`src/rtl/cgra_pkg.sv`:
```
// cgra_pkg: shared CGRA array dimensions and the conf loader state encoding.
package cgra_pkg;

  localparam int N_COL             = 4;
  localparam int INSTR_WIDTH       = 32;
  localparam int RCS_NUM_CREG      = 32;
  localparam int RCS_NUM_CREG_LOG2 = 5;

  typedef enum logic [1:0] {
    IDLE  = 2'd0,
    FETCH = 2'd1,
    DRAIN = 2'd2,
    DONE  = 2'd3
  } conf_loader_state_t;

endpackage

```
`src/rtl/conf_loader_walker.sv`:
```
// conf_loader_walker: (col, pc) iterator over the enabled columns of a load.
// Column-major, ascending column, pc 0..count-1, disabled columns skipped.
// idx_o is the running word index; last_o flags the final word of the load.
module conf_loader_walker #(
  parameter int N_COL = cgra_pkg::N_COL,
  parameter int PC_W  = cgra_pkg::RCS_NUM_CREG_LOG2,
  parameter int COL_W = (N_COL > 1) ? $clog2(N_COL) : 1,
  parameter int IDX_W = COL_W + PC_W + 1
) (
  input  logic             clk_i,
  input  logic             rst_i,
  input  logic             load_i,
  input  logic [N_COL-1:0] mask_i,
  input  logic [PC_W:0]    count_i,
  input  logic             adv_i,
  output logic [COL_W-1:0] col_o,
  output logic [PC_W-1:0]  pc_o,
  output logic [IDX_W-1:0] idx_o,
  output logic             last_o
);

  logic [N_COL-1:0] mask_q;
  logic [PC_W:0]    cnt_q;
  logic [COL_W-1:0] first_col;
  logic [COL_W-1:0] next_col;
  logic             has_next;
  logic             pc_end;

  // Lowest enabled column of the incoming mask (starting point of a load).
  always_comb begin
    first_col = '0;
    for (int i = N_COL - 1; i >= 0; i--) begin
      if (mask_i[i]) first_col = COL_W'(i);
    end
  end

  // Next enabled column above the current one, if any.
  always_comb begin
    next_col = col_o;
    has_next = 1'b0;
    for (int i = N_COL - 1; i >= 0; i--) begin
      if (mask_q[i] && (COL_W'(i) > col_o)) begin
        next_col = COL_W'(i);
        has_next = 1'b1;
      end
    end
  end

  assign pc_end = ({1'b0, pc_o} == (cnt_q - {{PC_W{1'b0}}, 1'b1}));
  assign last_o = pc_end && !has_next;

  // Iterator state: reload on a new load, step on each advance.
  always_ff @(posedge clk_i) begin
    if (rst_i) begin
      mask_q <= '0;
      cnt_q  <= '0;
      col_o  <= '0;
      pc_o   <= '0;
      idx_o  <= '0;
    end else if (load_i) begin
      mask_q <= mask_i;
      cnt_q  <= count_i;
      col_o  <= first_col;
      pc_o   <= '0;
      idx_o  <= '0;
    end else if (adv_i) begin
      idx_o <= idx_o + {{(IDX_W-1){1'b0}}, 1'b1};
      if (pc_end) begin
        pc_o  <= '0;
        col_o <= next_col;
      end else begin
        pc_o <= pc_o + {{(PC_W-1){1'b0}}, 1'b1};
      end
    end
  end

endmodule

```
`src/rtl/conf_loader.sv`:
```
// conf_loader: fetches kernel instruction words over an OBI-style read port
// and writes them into the per-column RC configuration register files.
// Optional feature macro: CONF_LOADER_CHECKSUM_EN adds checksum_o, the XOR
// of every instruction written during the last load.
//
// state | meaning
// IDLE  | waiting for start_i; rvalid ignored
// FETCH | issuing read requests, responses may already be returning
// DRAIN | all requests granted, waiting for the remaining responses
// DONE  | single cycle, load complete; done_o follows one cycle later
module conf_loader
  import cgra_pkg::*;
#(
  parameter int N_COL             = cgra_pkg::N_COL,
  parameter int INSTR_WIDTH       = cgra_pkg::INSTR_WIDTH,
  parameter int RCS_NUM_CREG      = cgra_pkg::RCS_NUM_CREG,
  parameter int RCS_NUM_CREG_LOG2 = cgra_pkg::RCS_NUM_CREG_LOG2,
  parameter int ADDR_WIDTH        = 32,
  parameter int MAX_OUTST         = 2
) (
  input  logic                         clk_i,
  input  logic                         rst_i,
  input  logic                         start_i,
  input  logic [ADDR_WIDTH-1:0]        base_addr_i,
  input  logic [RCS_NUM_CREG_LOG2:0]   n_instr_i,
  input  logic [N_COL-1:0]             col_mask_i,
  output logic                         busy_o,
  output logic                         done_o,
  output logic                         mem_req_o,
  output logic [ADDR_WIDTH-1:0]        mem_addr_o,
  input  logic                         mem_gnt_i,
  input  logic                         mem_rvalid_i,
  input  logic [INSTR_WIDTH-1:0]       mem_rdata_i,
  output logic [N_COL-1:0]             conf_we_o,
  output logic                         conf_ce_o,
  output logic [RCS_NUM_CREG_LOG2-1:0] conf_pc_o,
  output logic [INSTR_WIDTH-1:0]       conf_instr_o
`ifdef CONF_LOADER_CHECKSUM_EN
  ,
  output logic [INSTR_WIDTH-1:0]       checksum_o
`endif
);

  localparam int COL_W = (N_COL > 1) ? $clog2(N_COL) : 1;
  localparam int PC_W  = RCS_NUM_CREG_LOG2;
  localparam int IDX_W = COL_W + PC_W + 1;
  localparam logic [PC_W:0] CREG_MAX = (PC_W+1)'(RCS_NUM_CREG);
  localparam logic [1:0]    OUT_MAX  = 2'(MAX_OUTST);

  conf_loader_state_t    state;
  logic [ADDR_WIDTH-1:0] base_q;
  logic [1:0]            outst_q;
  logic [PC_W:0]         n_sat;
  logic                  accept;
  logic                  active;
  logic                  gnt_eff;
  logic                  rv_eff;

  logic [COL_W-1:0] req_col, rsp_col;
  logic [PC_W-1:0]  req_pc, rsp_pc;
  logic [IDX_W-1:0] req_idx, rsp_idx;
  logic             req_last, rsp_last;
  logic             unused_walk;

  assign n_sat   = (n_instr_i > CREG_MAX) ? CREG_MAX : n_instr_i;
  assign accept  = (state == IDLE) && start_i;
  assign active  = (state == FETCH) || (state == DRAIN);
  assign rv_eff  = mem_rvalid_i && active;
  // A response in the same cycle frees a slot, so the request may go out.
  assign mem_req_o  = (state == FETCH) && ((outst_q < OUT_MAX) || rv_eff);
  assign gnt_eff    = mem_req_o && mem_gnt_i;
  assign mem_addr_o = base_q + ADDR_WIDTH'({req_idx, 2'b00});

  // Request-side position only needs the word index; response side only
  // needs (col, pc).
  assign unused_walk = ^{req_col, req_pc, rsp_idx};

  conf_loader_walker #(
    .N_COL(N_COL), .PC_W(PC_W), .COL_W(COL_W), .IDX_W(IDX_W)
  ) u_req_walk (
    .clk_i  (clk_i),
    .rst_i  (rst_i),
    .load_i (accept),
    .mask_i (col_mask_i),
    .count_i(n_sat),
    .adv_i  (gnt_eff),
    .col_o  (req_col),
    .pc_o   (req_pc),
    .idx_o  (req_idx),
    .last_o (req_last)
  );

  conf_loader_walker #(
    .N_COL(N_COL), .PC_W(PC_W), .COL_W(COL_W), .IDX_W(IDX_W)
  ) u_rsp_walk (
    .clk_i  (clk_i),
    .rst_i  (rst_i),
    .load_i (accept),
    .mask_i (col_mask_i),
    .count_i(n_sat),
    .adv_i  (rv_eff),
    .col_o  (rsp_col),
    .pc_o   (rsp_pc),
    .idx_o  (rsp_idx),
    .last_o (rsp_last)
  );

  // Main sequencer with registered busy/done.
  always_ff @(posedge clk_i) begin
    if (rst_i) begin
      state  <= IDLE;
      busy_o <= 1'b0;
      done_o <= 1'b0;
      base_q <= '0;
    end else begin
      done_o <= (state == DONE);
      case (state)
        IDLE: begin
          if (start_i) begin
            base_q <= base_addr_i;
            if ((col_mask_i == '0) || (n_sat == '0)) begin
              state  <= DONE;
              busy_o <= 1'b0;
            end else begin
              state  <= FETCH;
              busy_o <= 1'b1;
            end
          end
        end
        FETCH: begin
          if (gnt_eff && req_last) state <= DRAIN;
        end
        DRAIN: begin
          if (rv_eff && rsp_last) begin
            state  <= DONE;
            busy_o <= 1'b0;
          end
        end
        DONE: begin
          state <= IDLE;
        end
        default: begin
          state  <= IDLE;
          busy_o <= 1'b0;
        end
      endcase
    end
  end

  // Granted-but-unanswered read counter.
  always_ff @(posedge clk_i) begin
    if (rst_i) begin
      outst_q <= '0;
    end else begin
      case ({gnt_eff, rv_eff})
        2'b10:   outst_q <= outst_q + 2'd1;
        2'b01:   outst_q <= outst_q - 2'd1;
        default: outst_q <= outst_q;
      endcase
    end
  end

  // Register-file write port, one cycle after each accepted response.
  always_ff @(posedge clk_i) begin
    if (rst_i) begin
      conf_we_o    <= '0;
      conf_ce_o    <= 1'b0;
      conf_pc_o    <= '0;
      conf_instr_o <= '0;
    end else begin
      conf_we_o <= '0;
      conf_ce_o <= rv_eff;
      if (rv_eff) begin
        conf_we_o[rsp_col] <= 1'b1;
        conf_pc_o          <= rsp_pc;
        conf_instr_o       <= mem_rdata_i;
      end
    end
  end

`ifdef CONF_LOADER_CHECKSUM_EN
  // Running XOR of written instructions, restarted on each accepted load.
  always_ff @(posedge clk_i) begin
    if (rst_i) begin
      checksum_o <= '0;
    end else if (accept) begin
      checksum_o <= '0;
    end else if (conf_ce_o) begin
      checksum_o <= checksum_o ^ conf_instr_o;
    end
  end
`endif

endmodule
```
`config.mk`:
```
export PLATFORM = sky130hd
export DESIGN_NAME = conf_loader
export DESIGN_NICKNAME = d
export VERILOG_FILES = /design/src/rtl/cgra_pkg.sv /design/src/rtl/conf_loader_walker.sv /design/src/rtl/conf_loader.sv
export SDC_FILE = /design/constraint.sdc
export NUM_CORES = 1
export LEC_CHECK = 0
export BUFFER_PORTS_ARGS = -buffer_cell sky130_fd_sc_hd__buf_4
export CAP_MARGIN = 10
export CELL_PAD_IN_SITES_DETAIL_PLACEMENT = 1
export CELL_PAD_IN_SITES_GLOBAL_PLACEMENT = 1
export CORE_MARGIN = 2
export CORE_UTILIZATION = 38
export CTS_BUF_LIST = sky130_fd_sc_hd__clkbuf_2
export CTS_CLUSTER_DIAMETER = 80
export DETAILED_ROUTE_END_ITERATION = 12
export PLACE_DENSITY_LB_ADDON = 0.1
export SLEW_MARGIN = 20
export SYNTH_ARGS = -nofsm -noshare
export SYNTH_HDL_FRONTEND = slang
export SYNTH_SLANG_ARGS = --single-unit
```
`constraint.sdc`:
```
create_clock -name clk_i -period 2.8 [get_ports clk_i]
set_input_delay 0.7 -clock clk_i [delete_from_list [all_inputs] [get_ports clk_i]]
set_output_delay 0.7 -clock clk_i [all_outputs]
set_load 0.02 [all_outputs]
```
== Word-level counts from Yosys, hierarchy flattened ==
Cells that the tools add are included.
Operators by class
  shift operators: 0
  add/subtract/negate cells: 7
  multipliers: 0
  eq/ne operators: 10
  reduce and logical (&&, ||, !) cells: 40
  magnitude comparators: 12
  div/mod/pow operators: 0
  bitwise logic cells: 1
  mux-type cells: 41
Operators with widths (number)
  2-bit 2-to-1 mux: 22
  32-bit by 10-bit adder with 32-bit output: 1
  1-bit logical AND: 17
  5-bit by 6-bit == test with 1-bit output: 2
  1-bit 2-to-1 mux: 12
  3-bit AND reduction: 4
  2-bit nonzero test: 6
  5-bit by 1-bit adder with 5-bit output, second input constant: 2
  5-bit 2-to-1 mux: 2
  5-bit nonzero test: 2
  8-bit by 1-bit adder with 8-bit output, second input constant: 1
  1-bit by 2-bit greater-than comparator with 1-bit output, first input constant: 4
  2-bit greater-than comparator, first input constant: 4
  2-bit case mux with 4 select lines: 1
  2-bit == test, second input constant: 3
  6-bit greater-than comparator, second input constant: 1
  6-bit logical NOT: 1
  6-bit 2-to-1 mux: 1
  6-bit by 1-bit subtractor with 6-bit output, second input constant: 1
  2-bit by 1-bit == test with 1-bit output, second input constant: 2
  4-bit logical NOT: 1
  2-bit by 1-bit inequality test with 1-bit output, second input constant: 2
  2-bit case mux with 2 select lines: 1
  2-bit OR reduction: 2
  13 further kinds: 16
Storage, ports and cells
  bits of input ports: 79
  word-level logic and storage cells: 127
  output and inout bits: 77
  bits in writable memories: 0
  bits in latches: 0
  memory bits (read-only): 0
  register bits: 112
  memories: 0

== Longest topological paths before layout ==
  depth in word-level cells: 11
  mapped depth: 10
  depth with buffers taken out: 9

== Cells and area by module ==
Synthesis repeated with hierarchy kept, for this count alone.
Unflattened totals
  cells, all modules: 768
  area, all modules: 6148.4 um^2
By module, submodules not included
  conf_loader: instances 1, area each 3706.1 um^2, seq. area each 1601.5 um^2, cells an instance 478
  conf_loader_walker: instances 2, area each 1221.2 um^2, seq. area each 480.5 um^2, cells an instance 145

== Least setup slack after synthesis ==
OpenSTA, ideal clock, no wires.
  kind: flip-flop to output port
  from: register u_req_walk.idx_o[1]
  to: output port mem_addr_o[29]
  path buffers: 0
  required time: 2100 ps
  cell stages (with the launch flop): 8
  slack: -72 ps
  arrival time: 2172 ps
  cells stage by stage: dfxtp_1 > ha_1 > a21o_1 > a21oi_1 > o21ai_0 > a41oi_1 > and3b_1 > xor2_1
On the way
  longest elaborated chain between the ends: 1
Ends and longest elaborated chain
  from (decl): line conf_loader_walker.sv:18  | output logic [IDX_W-1:0] idx_o,
  from (signal assigned): line conf_loader_walker.sv:67  | idx_o <= idx_o + {{(IDX_W-1){1'b0}}, 1'b1};
  32-bit by 10-bit adder with 32-bit output: line conf_loader.sv:72  | assign mem_addr_o = base_q + ADDR_WIDTH'({req_idx, 2'b00});
  to (decl): line conf_loader.sv:30  | output logic [ADDR_WIDTH-1:0] mem_addr_o,
No other way between the ends.

== Final worst setup path ==
  from: register base_q[2]
  to: output port mem_addr_o[28]
On the way
  longest elaborated chain between the ends: 1
Ends and longest elaborated chain
  from (decl): line conf_loader.sv:51  | logic [ADDR_WIDTH-1:0] base_q;
  from (signal assigned): line conf_loader.sv:120  | base_q <= base_addr_i;
  32-bit by 10-bit adder with 32-bit output: line conf_loader.sv:72
No other way between the ends.

==> impl_metrics.ini <==
[outcome]
status = finished with violations
failed_checks = negative setup slack

[die]
core_sq_um = 13720
die_y_um = 121.8
floorplan.die_area_sq_um = 14820
initial_core_util = 0.3840
floorplan.die.width_um = 121.8
io_pins = 156
number_of_standard_cell_rows_in_the_floorplan = 43

[timing]
setup_tns_ns = -13.44
tightestPinTransition_ns = 0.6350
finalHoldWorstSlack_ns = 0.2492
final.setup.worst_slack_ns = -0.6615
timing.final.hold_violations = 0
maxSlewViolCount = 0
setup_viols_final = 27
min_period_over_period = 1.236
timing.slew.headroom = 0.5767
clock-skew-final_ns = 0.02212
time_the_worst_path_needs_with_i_o_delays_and_setup_ns = 3.462
maxClockFrequency_mhz = 288.9
grt_setup_unrepaired = true

[logic_synthesis]
yosysTopAreaCellShare = 0.4218
syn_area_sq_um = 5269
synth.area.top_cells = sky130_fd_sc_hd__dfxtp_1 (42%), sky130_fd_sc_hd__nand2_1 (12%), sky130_fd_sc_hd__a21oi_1 (9.1%)
postSynthCellCount = 666
synth-seq-area-share = 0.4218
ys.warnings.count = 0
synth_async_sr_flop_share = 0
ys_ff_latch = 111
synth_cell_types = 57
synth_largest_area_cell = sky130_fd_sc_hd__dfxtp_1
synth.avg_cell_area_sq_um = 7.911
postSynth.topFlopCell = sky130_fd_sc_hd__dfxtp_1
synth_edf_count = 0
syn_nets = 763

[pwr]
vdd.ir_drop.worst_uv = 427.5
cellPowerDensity_nw_per_um2 = 673.4
power.static_leakage_nw = 3.171

[route]
route.vias.total = 5287
drt_initial_violations = 228
wl_per_cell_um = 16.66
drtPass1Iterations = 4
drt.antenna.violating_nets = 0
post-route-drc-count = 0
avgViaCountPerCell = 5.133
routed_wirelength_mm = 17.16

[critical_path]
startpoint_type = flop
critical_path_arrival_ns = 2.76
worstRegToRegCells = 8
critPathMaxFanout = 7
crit_required_ns = 2.10
cp-end-kind = output pin
crit_type = reg -> out

[cells_and_area]
area_delta_synth_final_pct = 41.23
post_route_cells_drive_above_1_share = 0.3455
filler_cell_count = 1651
fin_nets = 940

[cts]
clock_insertion_delay_worst_skew_ns = 0.64
tritoncts.num_buffers = 9
root_buffer = sky130_fd_sc_hd__clkbuf_2
cts_hold_buffers = 0
number_of_h_tree_levels = 3
cts_tree = built
ctsLongestPathBuffers = 2
clock_sinks = 111
cts.reportedPaths.clkPinSlew_ns = 0.32

[global_route]
track_usage = 0.2249
grt_antenna_before_repair = 1
grt_overflow_total = 0
grt_pass1_vias = 5396
grt_pass1_wl_mm = 26.58
grt_max_degree = 56

[worst_hold_path]
worstHoldPathCells = 3
hold_path.class = in -> reg

[placement]
globalplace.congestion = 0.8177
place.port_buffers = 155
place_hpwl_mm = 11.72

[flow_run]
maxCapViolCount = 0
[critical path: stages, from the launching register on]
cell                       delay (ns)
sky130_fd_sc_hd__dfxtp_2         0.42
sky130_fd_sc_hd__ha_4            0.15
sky130_fd_sc_hd__fa_2            0.20
sky130_fd_sc_hd__a21oi_2         0.06
sky130_fd_sc_hd__o21bai_2        0.15
sky130_fd_sc_hd__a211oi_2        0.09
sky130_fd_sc_hd__buf_4           0.15
sky130_fd_sc_hd__nor3b_4         0.37
sky130_fd_sc_hd__nand2_2         0.09
sky130_fd_sc_hd__xnor2_1         0.25
sky130_fd_sc_hd__buf_4           0.20
[repair_timing]
item,in CTS,in global routing
endpoints found under the setup margin,29,29
resized for setup,70,33
gates cloned,0,0
pin swaps,41,25
setup buffers,17,11
[synth_stat cells, types with 2 or more instances]
| cell type | count |
|---|---|
| sky130_fd_sc_hd__nor3_1 | 8 |
| sky130_fd_sc_hd__or2_1 | 2 |
| sky130_fd_sc_hd__or3_1 | 3 |
| sky130_fd_sc_hd__xor2_1 | 26 |
| sky130_fd_sc_hd__nand4_1 | 13 |
| sky130_fd_sc_hd__nand3_1 | 8 |
| sky130_fd_sc_hd__xnor2_1 | 32 |
| sky130_fd_sc_hd__nand2_1 | 175 |
| sky130_fd_sc_hd__mux2i_1 | 2 |
| sky130_fd_sc_hd__ha_1 | 17 |
| sky130_fd_sc_hd__nor2_1 | 43 |
| sky130_fd_sc_hd__and4_1 | 2 |
| sky130_fd_sc_hd__clkbuf_1 | 23 |
| sky130_fd_sc_hd__and2_1 | 2 |
| sky130_fd_sc_hd__a311oi_1 | 3 |
| sky130_fd_sc_hd__a211o_1 | 2 |
| sky130_fd_sc_hd__a31o_1 | 2 |
| sky130_fd_sc_hd__o31a_1 | 3 |
| sky130_fd_sc_hd__a211oi_1 | 2 |
| sky130_fd_sc_hd__nand2b_1 | 6 |
| sky130_fd_sc_hd__o21a_1 | 2 |
| sky130_fd_sc_hd__and3_1 | 7 |
| sky130_fd_sc_hd__buf_4 | 2 |
| sky130_fd_sc_hd__nor2b_1 | 5 |
| sky130_fd_sc_hd__o21ai_0 | 5 |
| sky130_fd_sc_hd__nor3b_1 | 2 |
| sky130_fd_sc_hd__nor4_1 | 5 |
| sky130_fd_sc_hd__dfxtp_1 | 111 |
| sky130_fd_sc_hd__buf_2 | 3 |
| sky130_fd_sc_hd__nand3b_1 | 5 |
| sky130_fd_sc_hd__inv_1 | 16 |
| sky130_fd_sc_hd__buf_1 | 8 |
| sky130_fd_sc_hd__o21bai_1 | 2 |
| sky130_fd_sc_hd__a21oi_1 | 96 |
[cell usage in the layout (no fill, tap or decap), types with 9 or more instances in the layout]
master / instances
sky130_fd_sc_hd__nor2_1: 37
sky130_fd_sc_hd__dfxtp_2: 17
sky130_fd_sc_hd__nand4_1: 13
sky130_fd_sc_hd__inv_1: 16
sky130_fd_sc_hd__dfxtp_1: 89
sky130_fd_sc_hd__nand2_1: 170
sky130_fd_sc_hd__buf_4: 193
sky130_fd_sc_hd__a21oi_1: 90
sky130_fd_sc_hd__ha_1: 9
sky130_fd_sc_hd__xnor2_1: 26
sky130_fd_sc_hd__xor2_1: 24
sky130_fd_sc_hd__clkbuf_2: 9
[kinds of logic (layout without fill, tap and decap cells)]
| logic type | count (synthesis) | in the layout | share of synthesized area |
|---|---|---|---|
| AO/OA/AOI/OAI | 129 | 129 | 0.1401 |
| XOR/XNOR | 58 | 58 | 0.09641 |
| adder cells (fa/ha/maj) | 18 | 18 | 0.04417 |
| buffers and inverters | 54 | 236 | 0.04203 |
| flip-flops | 111 | 111 | 0.4218 |
| multiplexers | 3 | 3 | 0.005937 |
| other | 0 | 2 | 0 |
| AND/OR/NAND/NOR | 293 | 293 | 0.2496 |
[through the flow]
stage	power [W]	std cells	cell area, sq um	utilization	setup slack, ns
after floorplan	0.003396	666	5276	-	0.03299
after global placement	0.004102	993	6725	0.4902	-0.1413
after detailed placement	0.004210	993	6725	0.4902	-0.1923
after CTS	0.004976	1024	7234	0.5273	-0.6995
after global routing	0.005386	1030	7441	0.5424	-0.7925
final	0.005011	1030	7441	0.5424	-0.6615
[path summary, 6_finish.rpt]
check,start,endpoint,slack (ns)
setup / recovery,base_q[2],mem_addr_o[28],-0.66
hold / removal,base_addr_i[21],base_q[21],0.25
setup reg to reg,u_req_walk.cnt_q[0],u_rsp_walk.col_o[0],0.33
hold reg to reg,conf_instr_o[1],conf_instr_o[1],0.47
[state kept, by name, indices dropped and copies added (netlist names)]
register and cells:
base_q 32, conf_instr_o 32, u_req_walk.idx_o 8, u_req_walk.cnt_q 6, conf_pc_o 5, u_req_walk.pc_o 5, u_rsp_walk.pc_o 5, conf_we_o 4
u_req_walk.mask_q 3, outst_q 2, state 2, u_req_walk.col_o 2, u_rsp_walk.col_o 2, busy_o 1, conf_ce_o 1, done_o 1
[power breakdown]
group / switching [W] / total, W / internal [W]
Sequential: 0.000234 / 0.00210 / 0.00187
Clock: 0.000555 / 0.000673 / 0.000117
Combinational: 0.00133 / 0.00224 / 0.000909
Total: 0.00212 / 0.00501 / 0.00289
[metal layers]
metal | part of all wire | track usage | vias up
met3 | 0.051 | 0.04541 | 13
met2 | 0.51 | 0.3959 | 127
met1 | 0.43 | 0.2784 | 2573
li1 | - | - | 2574
met4 | 0.012 | 0.06250 | 0
met5 | 0 | 0 | -
[cell type report]
type                            instances  area [sq um]  area share
Sequential cell                       111          2262      0.3040
Timing Repair Buffer                  203          1579      0.2122
Inverter                               17         63.81    0.008576
Tap cell                              180         225.2     0.03027
Antenna cell                            2         5.005   0.0006726
Clock inverter                          7         50.05    0.006726
Clock buffer                            9         45.04    0.006053
Multi-Input combinational cell        501          3211      0.4315
Power figures use the tool's default switching activity.
